--- config.mk ---
export PLATFORM = sky130hd
export DESIGN_NAME = seq_divider
export DESIGN_NICKNAME = d
export VERILOG_FILES = /design/src/rtl/div_pkg.sv /design/src/rtl/div_step.sv /design/src/rtl/seq_divider.sv
export SDC_FILE = /design/constraint.sdc
export NUM_CORES = 1
export LEC_CHECK = 0
export ABC_AREA = 1
export CAP_MARGIN = 10
export CELL_PAD_IN_SITES_DETAIL_PLACEMENT = 1
export CELL_PAD_IN_SITES_GLOBAL_PLACEMENT = 2
export CORE_MARGIN = 2
export CORE_UTILIZATION = 29
export CTS_BUF_LIST = sky130_fd_sc_hd__clkbuf_2
export DETAILED_ROUTE_END_ITERATION = 10
export GPL_TIMING_DRIVEN = 0
export HOLD_SLACK_MARGIN = 0.05
export MAX_ROUTING_LAYER = met4
export PLACE_DENSITY_LB_ADDON = 0.3
export REMOVE_ABC_BUFFERS = 1
export SYNTH_ARGS = -nofsm -noshare
export SYNTH_HDL_FRONTEND = slang
export SYNTH_SLANG_ARGS = --single-unit
--- constraint.sdc ---
create_clock -name clk -period 2.4 [get_ports clk]
set_input_delay 0.48 -clock clk [delete_from_list [all_inputs] [get_ports clk]]
set_output_delay 0.48 -clock clk [all_outputs]
set_load 0.01 [all_outputs]
--- src/rtl/div_pkg.sv ---
// Shared types and latency constants for the sequential divider.
package div_pkg;

  typedef enum logic [2:0] {
    IDLE = 3'd0,
    NEG  = 3'd1,
    CALC = 3'd2,
    FIX  = 3'd3,
    DONE = 3'd4
  } div_state_t;

  // Special-case path: NEG -> FIX -> DONE, counted from the accept edge.
  localparam int DIV_FIX_CYCLES = 3;

  // Normal path: NEG, WIDTH CALC steps, FIX -> DONE.
  function automatic int DIV_LAT(input int w);
    return w + 3;
  endfunction

endpackage

--- src/rtl/div_step.sv ---
// One restoring shift-subtract step: shift the next dividend bit into the
// partial remainder, subtract the divisor if it fits, emit one quotient bit.
module div_step #(
  parameter int WIDTH = 64
) (
  input  logic [WIDTH:0]   rem,
  input  logic [WIDTH-1:0] quo,
  input  logic [WIDTH-1:0] dvs,
  output logic [WIDTH:0]   rem_nxt,
  output logic [WIDTH-1:0] quo_nxt
);

  logic [WIDTH:0] sh;
  logic [WIDTH:0] sub;
  logic           ge;

  // Compare on the full widened value so the restore decision never
  // depends on a wrapped subtraction; the remainder itself fits WIDTH+1.
  always_comb begin
    sh      = {rem[WIDTH-1:0], quo[WIDTH-1]};
    ge      = ({rem, quo[WIDTH-1]} >= {2'b00, dvs});
    sub     = sh - {1'b0, dvs};
    rem_nxt = ge ? sub : sh;
    quo_nxt = {quo[WIDTH-2:0], ge};
  end

endmodule

--- src/rtl/seq_divider.sv ---
// Sequential restoring divider, signed/unsigned, one quotient bit per cycle.
// Handshake: request on valid_in/ready_in, result on valid_out/ready_out.
module seq_divider
  import div_pkg::*;
#(
  parameter int WIDTH = 64
) (
  input  logic             clk,
  input  logic             rst,
  input  logic             valid_in,
  output logic             ready_in,
  input  logic             signed_mode,
  input  logic [WIDTH-1:0] dividend,
  input  logic [WIDTH-1:0] divisor,
  output logic [WIDTH-1:0] quotient,
  output logic [WIDTH-1:0] remainder,
  output logic             div_by_zero,
  output logic             overflow,
  output logic             valid_out,
  input  logic             ready_out
);

  if (WIDTH < 4 || WIDTH > 64) begin : g_bad_width
    $error("seq_divider: WIDTH must be in 4..64");
  end

  localparam int               CNT_W = $clog2(WIDTH + 1);
  localparam logic [CNT_W-1:0] LAST  = CNT_W'(WIDTH - 1);
  localparam logic [WIDTH-1:0] SMIN  = {1'b1, {(WIDTH-1){1'b0}}};

  div_state_t       state;
  logic [CNT_W-1:0] cnt;
  logic [WIDTH-1:0] a_q;      // original dividend, kept for div-by-zero
  logic [WIDTH-1:0] b_q;      // original divisor
  logic             sm_q;
  logic [WIDTH-1:0] mag_b;    // |divisor| used by the step
  logic [WIDTH:0]   rem_q;    // partial remainder
  logic [WIDTH-1:0] quo_q;    // |dividend| shifting out, quotient shifting in
  logic             q_neg, r_neg, dbz, ovf;

  logic [WIDTH:0]   rem_nxt;
  logic [WIDTH-1:0] quo_nxt;

  logic a_sgn, b_sgn;
  assign a_sgn = sm_q & a_q[WIDTH-1];
  assign b_sgn = sm_q & b_q[WIDTH-1];

  div_step #(.WIDTH(WIDTH)) u_step (
    .rem     (rem_q),
    .quo     (quo_q),
    .dvs     (mag_b),
    .rem_nxt (rem_nxt),
    .quo_nxt (quo_nxt)
  );

  // Control FSM; every datapath register loads only in its owning state.
  always_ff @(posedge clk) begin
    if (rst) begin
      state       <= IDLE;
      cnt         <= '0;
      ready_in    <= 1'b1;
      valid_out   <= 1'b0;
      div_by_zero <= 1'b0;
      overflow    <= 1'b0;
      quotient    <= '0;
      remainder   <= '0;
      a_q         <= '0;
      b_q         <= '0;
      sm_q        <= 1'b0;
      mag_b       <= '0;
      rem_q       <= '0;
      quo_q       <= '0;
      q_neg       <= 1'b0;
      r_neg       <= 1'b0;
      dbz         <= 1'b0;
      ovf         <= 1'b0;
    end else begin
      case (state)
        IDLE: begin
          if (valid_in) begin
            a_q      <= dividend;
            b_q      <= divisor;
            sm_q     <= signed_mode;
            ready_in <= 1'b0;
            state    <= NEG;
          end
        end
        NEG: begin
          // MIN's magnitude is representable as unsigned, so no extra bit.
          quo_q <= a_sgn ? -a_q : a_q;
          mag_b <= b_sgn ? -b_q : b_q;
          rem_q <= '0;
          cnt   <= '0;
          q_neg <= a_sgn ^ b_sgn;
          r_neg <= a_sgn;
          dbz   <= (b_q == '0);
          ovf   <= sm_q && (a_q == SMIN) && (b_q == '1);
          if ((b_q == '0) || (sm_q && (a_q == SMIN) && (b_q == '1)))
            state <= FIX;
          else
            state <= CALC;
        end
        CALC: begin
          rem_q <= rem_nxt;
          quo_q <= quo_nxt;
          cnt   <= cnt + 1'b1;
          if (cnt == LAST) state <= FIX;
        end
        FIX: begin
          div_by_zero <= dbz;
          overflow    <= ovf;
          if (dbz) begin
            quotient  <= '1;
            remainder <= a_q;
          end else if (ovf) begin
            quotient  <= a_q;
            remainder <= '0;
          end else begin
            quotient  <= q_neg ? -quo_q : quo_q;
            remainder <= r_neg ? -rem_q[WIDTH-1:0] : rem_q[WIDTH-1:0];
          end
          valid_out <= 1'b1;
          state     <= DONE;
        end
        DONE: begin
          // Results hold until drained; accept resumes a cycle later.
          if (ready_out) begin
            valid_out <= 1'b0;
            ready_in  <= 1'b1;
            state     <= IDLE;
          end
        end
        default: begin
          state     <= IDLE;
          ready_in  <= 1'b1;
          valid_out <= 1'b0;
        end
      endcase
    end
  end

endmodule

Word level (Yosys, flattened, before mapping). Cells that the tools add are included. W data, S select, Z words.

Bits in registers: 468. Latch bits: 0. Memory bits (writable): 0. Bits in read-only memories: 0. Input bits: 133. Output and inout bits: 132. Logic and storage cells: 74. Memories kept: 0.

$add $sub $neg: 6. Multipliers: 0. Divide/modulo/power cells: 0. Order comparisons: 1. Eq/ne operators: 10. Shift-type cells: 0. Muxes and demuxes: 22. Bitwise gates (word level): 5. Reduce and logical (&&, ||, !) cells: 12.

Operators by type and width (count): $mux W64 (8); $neg A64 Y64 (4); $pmux W65 S2 (1); $eq A64 B64 Y1 const B (2); $pmux W64 S2 (1); $ge A66 B64 Y1 (1); $mux W65 (1); $sub A65 B64 Y65 (1); $logic_not A64 Y1 (1); $pmux W3 S5 (1); $pmux W7 S2 (1); $mux W3 (3); $add A7 B1 Y7 const B (1); $eq A7 B6 Y1 const B (1); $eq A3 B2 Y1 const B (2); $ne A2 B2 Y1 const B (3); $pmux W1 S3 (2); $reduce_and A3 Y1 (2); $reduce_or A3 Y1 (2); $mux W1 (4); $reduce_and A2 Y1 (2); $eq A3 B1 Y1 const B (1); $eq A3 B3 Y1 const B (1); $logic_not A3 Y1 (1); other kinds (6) (9).

Logic depth before layout (Yosys ltp).
Depth after elaboration: 6. Mapped depth: 19. Gate-level depth less buffers: 18.

Cells and area by module. A second synthesis with hierarchy kept.

Cell total of the unflattened synthesis: 5791. Area, all modules: 33982.6 sq um.

By module, submodules not included: seq_divider (instances 1, cells each 4092, area an instance 26032.5 sq um, sequential area each 9369.0 sq um); div_step (instances 1, cells each 1699, area an instance 7950.1 sq um, sequential area each 0.0 sq um).

Least setup slack after synthesis. OpenSTA, ideal clock, no wires.

Path type: register to register. Start point: reg quo_q[63]. End point: reg rem_q[11]. Setup time: 70 ps. Arrival: 2123 ps. Path slack: 207 ps. Stages on the path, launching flop included: 18. Buffers on the path: 2. Path through: dfxtp_1 inv_1 ha_1 inv_1 fa_1 nand3_1 nand3_2 nand2_1 nand2_2 nand2_1 nand2_1 nand3_2 nand2_2 buf_6 buf_4 nand2_1 nand3_1 a21oi_1.

Cells in the longest elaborated chain, start to end: 3. Elaborated cells on any way between the ends: 4.

RTL lines: from (decl) (line seq_divider.sv:38) `logic [WIDTH-1:0] quo_q;`; from (signal assigned) (line seq_divider.sv:90) `quo_q <= a_sgn ? -a_q : a_q;`; from (signal assigned) (line seq_divider.sv:105) `quo_q <= quo_nxt;`; $sub A65 B64 Y65 / $ge A66 B64 Y1 (equally long branches) (line div_step.sv:22, div_step.sv:21); $mux W65 * (line div_step.sv:23) `rem_nxt = ge ? sub : sh;`; $pmux W65 S2 * (line seq_divider.sv:78) `case (state)`; to (signal assigned) (line seq_divider.sv:104) `rem_q <= rem_nxt;`; to (decl) (line seq_divider.sv:37) `logic [WIDTH:0] rem_q;`.

Mark *: on every way between the ends. The rest lies on a longest branch, timed or not. A chain may end at the register's enable or synchronous reset.

Worst setup path in the final report.
Start point: reg mag_b[7]. End point: reg rem_q[57].

Cells in the longest elaborated chain, start to end: 3. Elaborated cells on any way between the ends: 4.

RTL lines: from (decl) (line seq_divider.sv:36) `logic [WIDTH-1:0] mag_b;`; from (signal assigned) (line seq_divider.sv:91) `mag_b <= b_sgn ? -b_q : b_q;`; $sub A65 B64 Y65 / $ge A66 B64 Y1 (equally long branches) (line div_step.sv:22, div_step.sv:21); $mux W65 * (line div_step.sv:23); $pmux W65 S2 * (line seq_divider.sv:78).

Marks and branches as above.

==> metrics <==
Final min period 3.007 ns; dpl hpwl 129.3 mm; setup violators final 106; Final Hold Vio Count 0; IO Pins 265; grt total ovfl 0; worst-margin pin slew 1.001 ns; clk buf depth 3; total routed wirelength 177.3 mm; CTS root buffer clkbuf_2; largest net degree at the start of global routing 130; Initial Util 29.34%; CTS tree built; failing checks negative setup slack; final core occ 39.99%; Synth async-reset ratio 0%; Crit. End Element flop; first-pass GRT wire length 258.7 mm; Synth Register Bits 468; sequential area share after synthesis 28.77%; min-delay worst type input pin to flop; fin crit share 125.3%; leakage power 20.05 nW; CP startpoint mag_b[7]$_SDFFE_PP0P_; Commonest cells post-synth nand2_1, inv_1, a21oi_1; FF-to-FF Start mag_b[7]$_SDFFE_PP0P_; Psw 0.02518 W; CP Launch Type flop; Clock Sinks 468; top-count cell post-synth nand2_1; total core area 0.1110 mm^2; residual DRC count 0; die footprint 0.1150 mm^2; Num CTS Buffers 139; Setup CP Type flop to flop; All-Layer GR Usage 30.73%; Setup WS post-layout -0.6074 ns; Pwr per Cell Area 1038 mW/mm^2; WL/cell 23.51 um; CP arrival 4.36 ns; Yosys top cell area share 28.77%; outcome complete, but fails checks; pins over their slew limit 0; Final #Nets 6154; drt pass-1 iters 6; Yosys cell types 51; Die Wd 339.1 um; Avg Cell Area, Syn 5.983 um^2; num rows 122; GPL Wtd Cong 0.9530; Vias/cell 5.324; ANT nets after route 0; Flop pwr share 21.7%; Synth Cell Area 0.03256 mm^2; Pint 0.02086 W; Clk Latency, worst-skew pair 1.50 ns; initial antenna violation count 10; sw frac 54.69%; yosys warns 0; P&R area growth vs syn 36.29%; Post-synth EDFFs 0; ys flop type dfxtp_1; combinational power share 64.4%; r2r worst-path depth 16; cells after synthesis 5442; DIE HEIGHT 339.1 um; Max FO, Critical Path 6; Critical Path Sink rem_q[57]$_SDFFE_PP0P_; Place WS -2.146 ns; CTS clk-pin slew, worst paths 0.10 ns; top cells by area, synth dfxtp_1, nand2_1, a21oi_1; R2R Path End rem_q[57]$_SDFFE_PP0P_; post-synth top area cell dfxtp_1; Worst R2R Setup Slack -0.61 ns; FMAX 332.5 MHz; RSZ-0062 raised after global routing true; Max VDD drop 428.8 uV; Crit path required time 3.75 ns; Iter 0 DRT Violations 3297; CTS H-Tree Depth 4; Worst slew margin 33.25%; share of cells above drive strength 1 20.03%; total of max-cap violations 0; vias in the first global route 39660; clock power share 13.9%; vias 40150; IO Port Bufs 264; clock skew 0.1412 ns
critical path, stage by stage, from the launching register on:
cell and delay (ns):
dfxtp_2 0.36, clkinvlp_4 0.24, ha_4 0.39, nand2_4 0.06, nor2_4 0.12, nand4_1 0.21
nor3_4 0.33, nand2_1 0.11, nand3b_1 0.17, nor2_4 0.08, buf_12 0.16, nand2_8 0.10
buf_12 0.16, buf_16 0.15, nand2_1 0.06, nand3_1 0.08, a21oi_1 0.07
kinds of logic (layout without fill, tap and decap cells):
group	after synthesis	after routing	synth area share, %
and+or+nand+nor	2646	2656	34.61
AOI/OAI and AO/OA	1143	1143	18.86
buffers and inverters	1009	1602	12.19
DFF	468	468	28.77
xor gates and xnor gates	105	105	2.824
adders and majority gates	71	71	2.751
other	0	8	0
worst min path at each step:
stage | startpoint | to | slack, ns | depth (start not counted)
5_1_grt | divisor[25] | b_q[25]$_SDFFE_PP0P_ | 0.14 | 4
6_report | valid_in | b_q[25]$_SDFFE_PP0P_ | 0.17 | 3
3_5_place_dp | cnt[6]$_SDFFE_PP0P_ | cnt[6]$_SDFFE_PP0P_ | 0.48 | 1
4_1_cts | dividend[24] | a_q[24]$_SDFFE_PP0P_ | 0.05 | 4
2_1_floorplan | cnt[6]$_SDFFE_PP0P_ | cnt[6]$_SDFFE_PP0P_ | 0.43 | 1
3_3_place_gp | cnt[6]$_SDFFE_PP0P_ | cnt[6]$_SDFFE_PP0P_ | 0.45 | 1
per-layer routing:
| metal | share of wire (%) | global-route usage, % |
|---|---|---|
| met5 | 0 | - |
| met3 | 6.1 | 4.486 |
| met1 | 46 | 41.52 |
| met4 | 3.5 | 10.99 |
| met2 | 44 | 46.43 |
registers in the layout (all words and copies together), names as in the netlist:
register / cells
r_neg: 1
quotient: 64
b_q: 64
mag_b: 64
rem_q: 65
q_neg: 1
state: 3
cnt: 7
sm_q: 1
remainder: 64
a_q: 64
dbz: 1
overflow: 1
ovf: 1
valid_out: 1
quo_q: 64
div_by_zero: 1
ready_in: 1
power groups by stage:
stage	Combinational [W]	Clock (W)	Sequential [W]
6_report	0.0297	0.00640	0.00999
5_1_grt	0.0319	0.00701	0.0101
4_1_cts	0.0277	0.00657	0.00992
3_5_place_dp	0.0223	0	0.0100
3_3_place_gp	0.0155	0	0.00952
2_1_floorplan	0.0138	0	0.00949
layout make-up:
| cell class | instances | area, um^2 |
|---|---|---|
| timing repair inverter | 3 | 25.02 |
| tap | 1488 | 1862 |
| clock buffer | 196 | 980.9 |
| multi-input combinational | 3975 | 21660 |
| timing repair buffer | 594 | 6830 |
| sequential | 468 | 9762 |
| clock inverter | 40 | 242.7 |
| inverter | 769 | 2992 |
| fill | 14320 | 66600 |
| antenna | 8 | 20.02 |
placed cells by master (no fill, tap or decap), drive strengths merged, types with 31 or more instances in the layout:
| cell type | synthesis | final |
|---|---|---|
| nand4 | 90 | 90 |
| dlygate4sd3 | 0 | 132 |
| xnor2 | 31 | 31 |
| dfxtp | 468 | 468 |
| nor4 | 33 | 33 |
| o21ai | 386 | 386 |
| buf | 60 | 322 |
| nand3 | 496 | 499 |
| clkbuf | 180 | 197 |
| a22oi | 63 | 63 |
| inv | 767 | 767 |
| xor2 | 74 | 74 |
| ha | 70 | 70 |
| nor3 | 83 | 83 |
| nand2 | 1424 | 1428 |
| a31oi | 44 | 44 |
| a21oi | 573 | 573 |
| nor2 | 470 | 473 |
| clkinv | 2 | 31 |
| clkdlybuf4s50 | 0 | 131 |
repair_timing:
item / 4_1_cts / 5_1_grt
pin swaps: 71 / 73
resized for setup: 1250 / 273
cloned: 28 / 1
setup endpoints to repair: 590 / 325
hold buffers: 132 / 0
endpoints found under the hold margin: 379 / 0
buffers inserted: 107 / 42
per-stage QoR:
step	hold WS [ns]	area, um^2	cells	total power (W)	TNS, ns
after floorplan	0.4340	31480	5202	0.02325	-2109.64
after global placement	0.4487	35980	6954	0.02505	-9074.72
after global routing	0.1441	44380	7541	0.04904	-48.11
after CTS	0.05087	43030	7496	0.04414	-45.03
after detailed placement	0.4758	36890	6996	0.03233	-460.24
final	0.1734	44380	7541	0.04605	-37.08
Power figures use the tool's default switching activity.
